[src/rtl/dvp_frame_sched.sv]
`default_nettype none
// ============================================================================
// Module      : dvp_frame_sched
// Description : Sequences DVP frame capture into DDR3 through the ddr3_write
//               master. Waits for a frame boundary, pulses control_go, gates
//               the pixel write enable to whole frames and ping-pongs the
//               write base address between two buffers. Reports frame count,
//               completion and overrun status to the HPS register block.
// Ports       : clk, reset_n          - clock, async active-low reset
//               start_req, stop_req   - one-cycle capture start / graceful stop
//               frame_num             - frames to capture (0 = continuous)
//               buffer_base           - buffer0 base address
//               frame_length          - bytes per frame
//               vsync_begin/_end      - synchronised vsync edge pulses
//               control_done          - ddr3_write done level
//               control_go/_write_*   - ddr3_write command interface
//               cap_en                - whole-frame write enable gate
//               busy, cap_done, overrun, frame_cnt, buf_sel - status
// Revision    : 1.0 - initial release
// ============================================================================
module dvp_frame_sched #(
    parameter int ADDR_W = 32,
    parameter int LEN_W  = 32,
    parameter int CNT_W  = 8
) (
    input  logic              clk,
    input  logic              reset_n,
    input  logic              start_req,
    input  logic              stop_req,
    input  logic [CNT_W-1:0]  frame_num,
    input  logic [ADDR_W-1:0] buffer_base,
    input  logic [LEN_W-1:0]  frame_length,
    input  logic              vsync_begin,
    input  logic              vsync_end,
    input  logic              control_done,
    output logic              control_go,
    output logic [ADDR_W-1:0] control_write_base,
    output logic [LEN_W-1:0]  control_write_length,
    output logic              cap_en,
    output logic              busy,
    output logic              cap_done,
    output logic              overrun,
    output logic [CNT_W-1:0]  frame_cnt,
    output logic              buf_sel
);

    typedef enum logic [2:0] {
        S_IDLE      = 3'd0,
        S_WAIT_VS   = 3'd1,
        S_CAPTURE   = 3'd2,
        S_WAIT_DONE = 3'd3,
        S_FINISH    = 3'd4
    } state_t;

    localparam logic [CNT_W-1:0] c_cnt_one = CNT_W'(1);

    state_t            r_state;
    state_t            w_next_state;

    logic              r_done_d;
    logic              r_go;
    logic              r_done_seen;
    logic              r_stop_pend;
    logic              r_cap_done;
    logic              r_overrun;
    logic              r_buf_sel;
    logic [CNT_W-1:0]  r_frame_cnt;
    logic [CNT_W-1:0]  r_frame_num_l;
    logic [ADDR_W-1:0] r_base_l;
    logic [LEN_W-1:0]  r_len_l;

    logic              w_done_rise;
    logic [CNT_W-1:0]  w_cnt_inc;
    logic              w_last;
    logic              w_start;
    logic              w_go;
    logic              w_complete;
    logic              w_overrun_set;
    logic              w_done_seen_set;
    logic              w_stop_set;
    logic              w_finish;

    assign w_done_rise = control_done & ~r_done_d;
    assign w_cnt_inc   = r_frame_cnt + c_cnt_one;
    assign w_last      = (r_frame_num_l != '0) && (w_cnt_inc == r_frame_num_l);

    // State register
    always_ff @(posedge clk or negedge reset_n) begin
        if (!reset_n) begin
            r_state <= S_IDLE;
        end else begin
            r_state <= w_next_state;
        end
    end

    // Next-state decode and one-cycle action strobes for the datapath
    always_comb begin
        w_next_state    = r_state;
        w_start         = 1'b0;
        w_go            = 1'b0;
        w_complete      = 1'b0;
        w_overrun_set   = 1'b0;
        w_done_seen_set = 1'b0;
        w_stop_set      = 1'b0;
        w_finish        = 1'b0;
        case (r_state)
            S_IDLE: begin
                // start beats a simultaneous stop; stop alone is ignored here
                if (start_req) begin
                    w_start      = 1'b1;
                    w_next_state = S_WAIT_VS;
                end
            end
            S_WAIT_VS: begin
                if (stop_req) begin
                    w_next_state = S_IDLE;
                end else if (vsync_end) begin
                    w_go         = 1'b1;
                    w_next_state = S_CAPTURE;
                end
            end
            S_CAPTURE: begin
                // A done arriving with (or before) vsync_begin is remembered
                // so WAIT_DONE can complete on its first cycle.
                w_done_seen_set = w_done_rise;
                w_stop_set      = stop_req;
                if (vsync_begin) begin
                    w_next_state = S_WAIT_DONE;
                end
            end
            S_WAIT_DONE: begin
                w_stop_set = stop_req;
                if (w_done_rise || r_done_seen) begin
                    // done wins over a coincident vsync_end; that frame is skipped
                    w_complete   = 1'b1;
                    w_next_state = (w_last || r_stop_pend || stop_req) ? S_FINISH : S_WAIT_VS;
                end else if (vsync_end) begin
                    w_overrun_set = 1'b1;
                end
            end
            S_FINISH: begin
                w_finish     = 1'b1;
                w_next_state = S_IDLE;
            end
            default: begin
                w_next_state = S_IDLE;
            end
        endcase
    end

    // Datapath and status registers
    always_ff @(posedge clk or negedge reset_n) begin
        if (!reset_n) begin
            r_done_d      <= 1'b0;
            r_go          <= 1'b0;
            r_done_seen   <= 1'b0;
            r_stop_pend   <= 1'b0;
            r_cap_done    <= 1'b0;
            r_overrun     <= 1'b0;
            r_buf_sel     <= 1'b0;
            r_frame_cnt   <= '0;
            r_frame_num_l <= '0;
            r_base_l      <= '0;
            r_len_l       <= '0;
        end else begin
            r_done_d <= control_done;
            r_go     <= w_go;
            if (w_start) begin
                r_frame_num_l <= frame_num;
                r_base_l      <= buffer_base;
                r_len_l       <= frame_length;
                r_frame_cnt   <= '0;
                r_cap_done    <= 1'b0;
                r_overrun     <= 1'b0;
                r_buf_sel     <= 1'b0;
                r_done_seen   <= 1'b0;
                r_stop_pend   <= 1'b0;
            end else begin
                if (w_done_seen_set) begin
                    r_done_seen <= 1'b1;
                end
                if (w_stop_set) begin
                    r_stop_pend <= 1'b1;
                end
                if (w_overrun_set) begin
                    r_overrun <= 1'b1;
                end
                if (w_complete) begin
                    r_frame_cnt <= w_cnt_inc;
                    r_buf_sel   <= ~r_buf_sel;
                    r_done_seen <= 1'b0;
                end
                if (w_finish) begin
                    r_cap_done  <= 1'b1;
                    r_stop_pend <= 1'b0;
                end
            end
        end
    end

    // While idle the base tracks buffer_base directly; once started it is
    // derived only from latched values, so it cannot move between go and done.
    always_comb begin
        if (r_state == S_IDLE) begin
            control_write_base = buffer_base;
        end else if (r_buf_sel) begin
            control_write_base = r_base_l + ADDR_W'(r_len_l);
        end else begin
            control_write_base = r_base_l;
        end
    end

    assign control_go           = r_go;
    assign control_write_length = r_len_l;
    assign cap_en               = (r_state == S_CAPTURE);
    assign busy                 = (r_state != S_IDLE);
    assign cap_done             = r_cap_done;
    assign overrun              = r_overrun;
    assign frame_cnt            = r_frame_cnt;
    assign buf_sel              = r_buf_sel;

endmodule
`default_nettype wire

[config.mk]
export PLATFORM = sky130hd
export DESIGN_NAME = dvp_frame_sched
export DESIGN_NICKNAME = d
export VERILOG_FILES = /design/src/rtl/dvp_frame_sched.sv
export SDC_FILE = /design/constraint.sdc
export NUM_CORES = 1
export LEC_CHECK = 0
export ABC_AREA = 1
export CAP_MARGIN = 20
export CORE_MARGIN = 1
export CORE_UTILIZATION = 23
export CTS_CLUSTER_SIZE = 30
export DETAILED_ROUTE_END_ITERATION = 8
export PLACE_DENSITY = 0.54
export SYNTH_ARGS = -nofsm -noshare
export SYNTH_HDL_FRONTEND = slang
export SYNTH_SLANG_ARGS = --single-unit
[constraint.sdc]
create_clock -name clk -period 3.2 [get_ports clk]
set_input_delay 0.64 -clock clk [delete_from_list [all_inputs] [get_ports clk]]
set_output_delay 0.64 -clock clk [all_outputs]
set_load 0.05 [all_outputs]
Word level (Yosys, flattened, before mapping)
Index checks and enable logic that the tools add are counted.
Operators by class
  equality and inequality tests: 9
  reduce and logical (&&, ||, !) cells: 14
  div/mod/pow operators: 0
  shift operators: 0
  $add $sub $neg: 2
  mux-type cells: 35
  order comparisons: 0
  multiply operators: 0
  bitwise gates (word level): 3
Operators by type and width (number)
  two-way mux 32 bit: 2
  adder 32 bit: 1
  two-way mux 1 bit: 24
  two-way mux 3 bit: 6
  two-way mux 8 bit: 2
  case mux 3 bit (4 select lines): 1
  nonzero test 3 bit: 3
  adder 8 x 1 -> 8 bit, second input constant: 1
  equality test 8 bit: 1
  nonzero test 8 bit: 1
  equality test 3 x 2 -> 1 bit, second input constant: 2
  inequality test 2 bit, second input constant: 3
  nonzero test 2 bit: 3
  AND reduction 4 bit: 1
  equality test 3 x 1 -> 1 bit, second input constant: 1
  equality test 3 bit, second input constant: 1
  logical NOT 3 bit: 1
  logical OR 1 bit: 3
  inequality test 3 bit, second input constant: 1
  NOT 1 bit: 2
  OR reduction 2 bit: 1
  AND 1 bit: 1
  logical AND 1 bit: 1
Storage, ports and cells
  memory bits (writable): 0
  bits in read-only memories: 0
  memories kept: 0
  bits in latches: 0
  output and inout port bits: 78
  logic and storage cells: 75
  flip-flop bits (word level): 90

Depth between registers and ports, before layout
Gate-level depths: netlist (run 1).
  word-level depth: 8
  mapped depth: 16
  mapped depth without buffers: 16

Least setup slack after synthesis (run 1)
Ideal clock, no wire load.
  path kind: reg2out
  start point: register r_len_l[0] (netlist: control_write_length[0])
  end point: output control_write_base[10]
  buffers on the path: 0
  arrival time: 2.746 ns
  cell stages (with the launch flop): 14
  setup slack: -0.186 ns
  path through: dfrtp_1 ha_1 inv_1 fa_1 inv_1 nand3_1 nand2_1 nand2_1 nand2_2 nand2_1 nand2_1 a21oi_1 o21a_1 o22ai_1
On the way
  word-level cells in the longest chain between the ends: 3
Ends and longest elaborated chain
  start, declared: line 70  | logic [LEN_W-1:0] r_len_l;
  start signal, assigned: line 171  | r_len_l <= frame_length;
  adder 32 bit: line 207  | control_write_base = r_base_l + ADDR_W'(r_len_l);
  two-way mux 32 bit: line 206  | end else if (r_buf_sel) begin
  two-way mux 32 bit: line 204  | if (r_state == S_IDLE) begin
  end, declared: line 37  | output logic [ADDR_W-1:0] control_write_base,
No other way between the ends.

Worst setup path after layout (run 1)
  start point: register r_base_l[0]
  end point: output control_write_base[14]
On the way
  word-level cells in the longest chain between the ends: 3
Ends and longest elaborated chain
  start, declared: line 69  | logic [ADDR_W-1:0] r_base_l;
  start signal, assigned: line 170  | r_base_l <= buffer_base;
  adder 32 bit: line 207
  two-way mux 32 bit: line 206
  two-way mux 32 bit: line 204
No other way between the ends.

==> results_dict.tcl, run 1 <==
set metrics [dict create \
    min_path_type "input pin to async pin" \
    wl_per_cell_um 15.0 \
    syn_area_um2 6500 \
    io_pins 157 \
    fmax_mhz 314 \
    clock_path_buffers 2 \
    place.port_buffers 156 \
    root_buffer "clkbuf_16" \
    hpwl_um 17400 \
    fin_crit_ns 3.19 \
    met2_usage_pct 26.0 \
    worstMarginPinSlew_ns 0.653 \
    drtIter0Drc 365 \
    nFillCells 3009 \
    vias_per_cell 4.43 \
    gr-max-usage-layer "met2" \
    cts_buffers 9 \
    synth_cell_types 37 \
    cap_violations 0 \
    period_share_pct 99.6 \
    clock_sinks 90 \
    core_um2 27800 \
    grt_max_degree 75 \
    synth_cells 1010 \
    grt-ovfl-total 0 \
    area_delta_synth_final_pct 49.9 \
    rsz0062_at_grt "yes" \
    r2r_setup_slack_ns 1.29 \
    final_cell_area_um2 9750 \
    dr.pass1.iters 5 \
    status "finished clean" \
    grt_pass1_vias 6729 \
    crit_fanout 4 \
    cts-htree-levels 3 \
    path_clk_slew_ns 0.08 \
    timing.final.ws_setup_ns 0.0143 \
    drc_errors 0 \
    crit-reg2reg-launch "frame_cnt[0]$_DFFE_PN0N_" \
    grt_util_met3_pct 4.44 \
    routed_wl_um 23200 \
    seq_area_frac_synth_pct 34.6 \
    dpl_cell_area_um2 8740 \
    die_h_um 170 \
    crit_arrival_ns 2.55 \
    antenna_found_initial 3 \
    place_ws_ns 0.178 \
    cts_tree "yes" \
    hold_violations 0 \
    ys_warn_count 0 \
    grt_pass1_wl_um 36500 \
    num_vias 6879 \
    synth_nets 1122 \
    track_usage_pct 16.3 \
    initial_core_util_pct 23.4 \
    setup.worst_path.start_class "flip-flop" \
    met1_usage_pct 21.9 \
    die_w_um 170 \
    critPathKind "flip-flop to output port" \
    setup_viol 0 \
    skew_ns 0.0121 \
    slew_headroom_pct 56.4 \
    dieArea_um2 28900 \
    slew_viol_final 0 \
    syn_area_per_cell_um2 6.44 \
    drtAntennaViolNets 0 \
    required_ns 2.56 \
    end_kind "output port" \
    rows 61 \
    rr_worst_depth 10 \
    drive_gt1_share_pct 17.1 \
    place_congestion 0.856 \
    nets 1281 \
    synth-seq-cells 90 \
    clk_latency_ns 0.36 \
    timing.rr.end "r_state[0]$_DFFE_PN0P_" \
]
## flip-flops by register name, indices dropped and copies added, names as in the netlist
signal and count:
control_write_length 32, frame_cnt 8, r_stop_pend 1, r_done_d 1, r_base_l 32, r_state 3
overrun 1, r_frame_num_l 8, cap_done 1, buf_sel 1, r_done_seen 1, control_go 1
## worst max-delay path by stage
stage / end / startpoint / slack, ns / cells past startpoint
finish: control_write_base[14] / r_base_l[0]$_DFFE_PN0P_ / 0.01 / 14
global route: control_write_base[14] / r_base_l[0]$_DFFE_PN0P_ / -0.15 / 14
CTS: control_write_base[30] / control_write_length[21]$_DFFE_PN0P_ / 0.004 / 12
detailed placement: control_write_base[12] / control_write_length[0]$_DFFE_PN0P_ / 0.18 / 15
global placement: control_write_base[12] / control_write_length[0]$_DFFE_PN0P_ / 0.21 / 15
floorplan: control_write_base[20] / control_write_length[0]$_DFFE_PN0P_ / 0.002 / 16
## synthesized netlist by cell type, drive strengths merged
master    n  share of area [%]
nand2   405                 24
inv     122                7.0
nor2    106                6.3
dfrtp    90                 35
o21ai    69                5.4
nand3    54                4.2
a21oi    47                3.7
ha       32                6.2
buf      15                1.3
clkbuf   14               0.96
xor2     11                1.5
o22ai     9               0.87
o21bai    7               0.81
nor3      6               0.62
a22oi     5               0.58
nand4     5               0.48
o211ai    3               0.35
and2      2               0.19
o21a      2               0.23
xnor2     2               0.27
a21o      1               0.12
a31oi     1              0.096
fa        1               0.31
o221ai    1               0.23
## through the flow
step                util (%)  hold WS [ns]  setup TNS [ns]  instances
floorplan                  -         0.344               0       1010
global placement        31.4         0.477               0       1526
CTS                     33.1         0.490               0       1543
global route            35.1         0.179           -1.38       1552
detailed placement      31.4         0.461               0       1526
finish                  35.1         0.168               0       1554
## cell type report
class / instances / area (µm²) / area share (%)
repair buffers: 177 / 2000 / 20.5
inverters: 122 / 458 / 4.70
flip-flops and latches: 90 / 2260 / 23.2
clock buffers: 10 / 239 / 2.45
multi-input cells: 769 / 4250 / 43.6
clock inverters: 6 / 56.3 / 0.578
diodes: 2 / 5.00 / 0.0513
well taps: 378 / 473 / 4.85
## worst max-delay path, stage by stage, from the launching register on
cell and delay [ns]:
dfrtp_1 0.37, ha_2 0.19, inv_2 0.04, fa_2 0.37, inv_2 0.09, nand3_2 0.07
nand2_2 0.11, nand2_2 0.08, nand2_4 0.09, nand3_4 0.07, nand2_4 0.11, xor2_1 0.20
o21ai_1 0.10, o21ai_2 0.09, clkbuf_16 0.19
## layer usage
layer | part of all wire (%) | vias to the layer above
met2 | 45 | 146
met3 | 5.7 | 23
met4 | 1.3 | 4
met5 | 0.13 | -
li1 | - | 3515
met1 | 48 | 3191
## cells in the final DEF (no fill, tap or decap), types with 3 or more instances in the layout
cell               n
nand2_1          364
clkdlybuf4s50_1  121
inv_1            119
nor2_1            94
dfrtp_1           81
o21ai_0           54
nand3_1           45
a21oi_1           33
nand2_2           33
buf_4             26
buf_12            26
ha_4              21
a21oi_2           13
xor2_1            11
clkbuf_16         10
o21ai_1            9
dfrtp_2            9
nand2_4            8
nor2_2             8
nand3_2            7
o22ai_1            7
o21ai_2            6
ha_1               6
o21bai_1           5
nand4_1            5
a22oi_1            5
ha_2               5
nor2_4             4
inv_2              3
nor3_1             3
o211ai_1           3
inv_6              3
## timing repair
| action | 4_1_cts | 5_1_grt |
|---|---|---|
| gates resized for setup | 28 | 114 |
| endpoints found under the setup margin | 16 | 24 |
| setup buffers | 1 | 8 |
| pin swaps | 4 | 32 |
| gates cloned | 0 | 0 |
| hold buffers | 0 | 0 |
## logic make-up (layout without fill, tap and decap cells)
family | Yosys count | count (layout) | synth area share, %
buf+inv | 151 | 315 | 9.35
other cells | 0 | 2 | 0
compound gates | 145 | 145 | 12.3
fa+ha+maj | 33 | 33 | 6.47
flops | 90 | 90 | 34.6
simple gates | 578 | 578 | 35.5
xor+xnor | 13 | 13 | 1.75
Power of run 1 is not shown: default switching activity piles up to over one toggle a cycle in this logic, so the estimate is an artifact.
==> run 2: changes to the inputs <==
--- a/config.mk
+++ b/config.mk
@@ -12,6 +12,7 @@
 export CTS_CLUSTER_SIZE = 30
 export DETAILED_ROUTE_END_ITERATION = 8
 export PLACE_DENSITY = 0.54
+export SKIP_CTS_REPAIR_TIMING = 1
 export SYNTH_ARGS = -nofsm -noshare
 export SYNTH_HDL_FRONTEND = slang
 export SYNTH_SLANG_ARGS = --single-unit
==> constraint.sdc (replaced) <==
create_clock -name clk -period 3.5 [get_ports clk]
set_input_delay 0.7 -clock clk [delete_from_list [all_inputs] [get_ports clk]]
set_output_delay 0.7 -clock clk [all_outputs]
set_load 0.05 [all_outputs]
==> results_dict.tcl, run 2 (same netlist as run 1, synthesis figures left out) <==
set metrics [dict create \
    tns_ns 0 \
    grt-ovfl-total 0 \
    status "finished clean" \
    area_delta_synth_final_pct 39.7 \
    skew_ns 0.0118 \
    final_common_cell "nand2_1" \
    track_usage_pct 16.6 \
    slew_headroom_pct 40.8 \
    slew_viol_final 0 \
    grt_pass1_vias 6617 \
    drtIter0Drc 345 \
    num_vias 6731 \
    fmax_mhz 299 \
    clock_sinks 90 \
    timing.rr.end "r_base_l[10]$_DFFE_PN0P_" \
    cts-htree-levels 3 \
    critPathKind "flip-flop to output port" \
    io_pins 157 \
    cap_violations 0 \
    cts_tree "yes" \
    multiInputGateArea_um2 3710 \
    clock_path_buffers 2 \
    grt_pass1_wl_um 36900 \
    hpwl_um 17700 \
    initial_core_util_pct 23.4 \
    die_h_um 170 \
    drc_errors 0 \
    place.port_buffers 156 \
    fin_crit_ns 3.34 \
    setup.worst_path.start_class "flip-flop" \
    place_congestion 0.871 \
    core_um2 27800 \
    dieArea_um2 28900 \
    seqCellArea_um2 2250 \
    rr_worst_depth 7 \
    setup_viol 0 \
    end_kind "output port" \
    hold_violations 0 \
    dr.pass1.iters 5 \
    nets 1271 \
    num_antenna_cells 0 \
    root_buffer "clkbuf_16" \
    path_clk_slew_ns 0.08 \
    required_ns 2.80 \
    worstMarginPinSlew_ns 0.888 \
    die_w_um 170 \
    crit_arrival_ns 2.64 \
    min_path_type "input pin to async pin" \
    routed_wl_um 23300 \
    crit-reg2reg-launch "r_state[0]$_DFFE_PN0P_" \
    period_share_pct 95.5 \
    crit_fanout 5 \
    r2r_setup_slack_ns 1.12 \
    place_ws_ns 0.382 \
    antenna_found_initial 0 \
    rows 61 \
    nFillCells 3092 \
    drive_gt1_share_pct 8.16 \
    clk_latency_ns 0.37 \
    timing.final.ws_setup_ns 0.158 \
    wl_per_cell_um 15.1 \
    vias_per_cell 4.37 \
    final_cell_mix "nand2_1 (394), clkdlybuf4s50_1 (123), inv_1 (120)" \
    drtAntennaViolNets 0 \
    grt_max_degree 81 \
    cts_buffers 9 \
]
[run 2: through the flow]
stage	utilization, %	instance area, µm²	hold WS [ns]	std cells
after floorplan	-	6500	0.404	1010
after global placement	31.3	8680	0.475	1524
after detailed placement	31.3	8680	0.481	1524
after CTS	32.4	8990	0.492	1540
after global routing	32.7	9080	0.522	1542
final	32.7	9080	0.460	1542
[run 2: layer usage]
layer  global-route usage [%]  vias to the layer above  part of all wire (%)
met1                     22.6                     3071                    48
li1                         -                     3484                     -
met3                     4.26                       18                   6.0
met5                        0                        -                     0
met4                     4.15                        0                   1.4
met2                     26.1                      158                    44
[run 2: worst max path at each step]
stage                                                    start                      to  slack (ns)  cells after the start
final                     control_write_length[18]$_DFFE_PN0P_  control_write_base[27]        0.16                     14
after global routing       control_write_length[5]$_DFFE_PN0P_  control_write_base[27]      -0.009                     14
after CTS                  control_write_length[0]$_DFFE_PN0P_  control_write_base[16]       -0.02                     14
after detailed placement   control_write_length[0]$_DFFE_PN0P_  control_write_base[16]        0.38                     14
after global placement    control_write_length[18]$_DFFE_PN0P_  control_write_base[27]        0.38                     12
after floorplan            control_write_length[0]$_DFFE_PN0P_  control_write_base[10]        0.05                     13
[run 2: layout make-up]
cell class	instances	share of cell area [%]
Sequential cell	90	24.8
Timing Repair Buffer	167	20.7
Inverter	122	5.04
Multi-Input combinational cell	769	40.9
Tap cell	378	5.21
Clock inverter	7	0.868
Clock buffer	9	2.48
[run 2: critical path, stage by stage, from the launching register on]
cell and delay, ns:
dfrtp_1 0.44, ha_2 0.36, nand2_1 0.14, inv_1 0.05
nand2_1 0.12, nand2_1 0.11, a21oi_1 0.17, nor2_1 0.07
nor2_1 0.15, nand2_1 0.07, nand2_1 0.05, nand3_1 0.06
nand2_1 0.13, o21ai_0 0.16, buf_12 0.19
Power of run 2 is left out for the same reason.
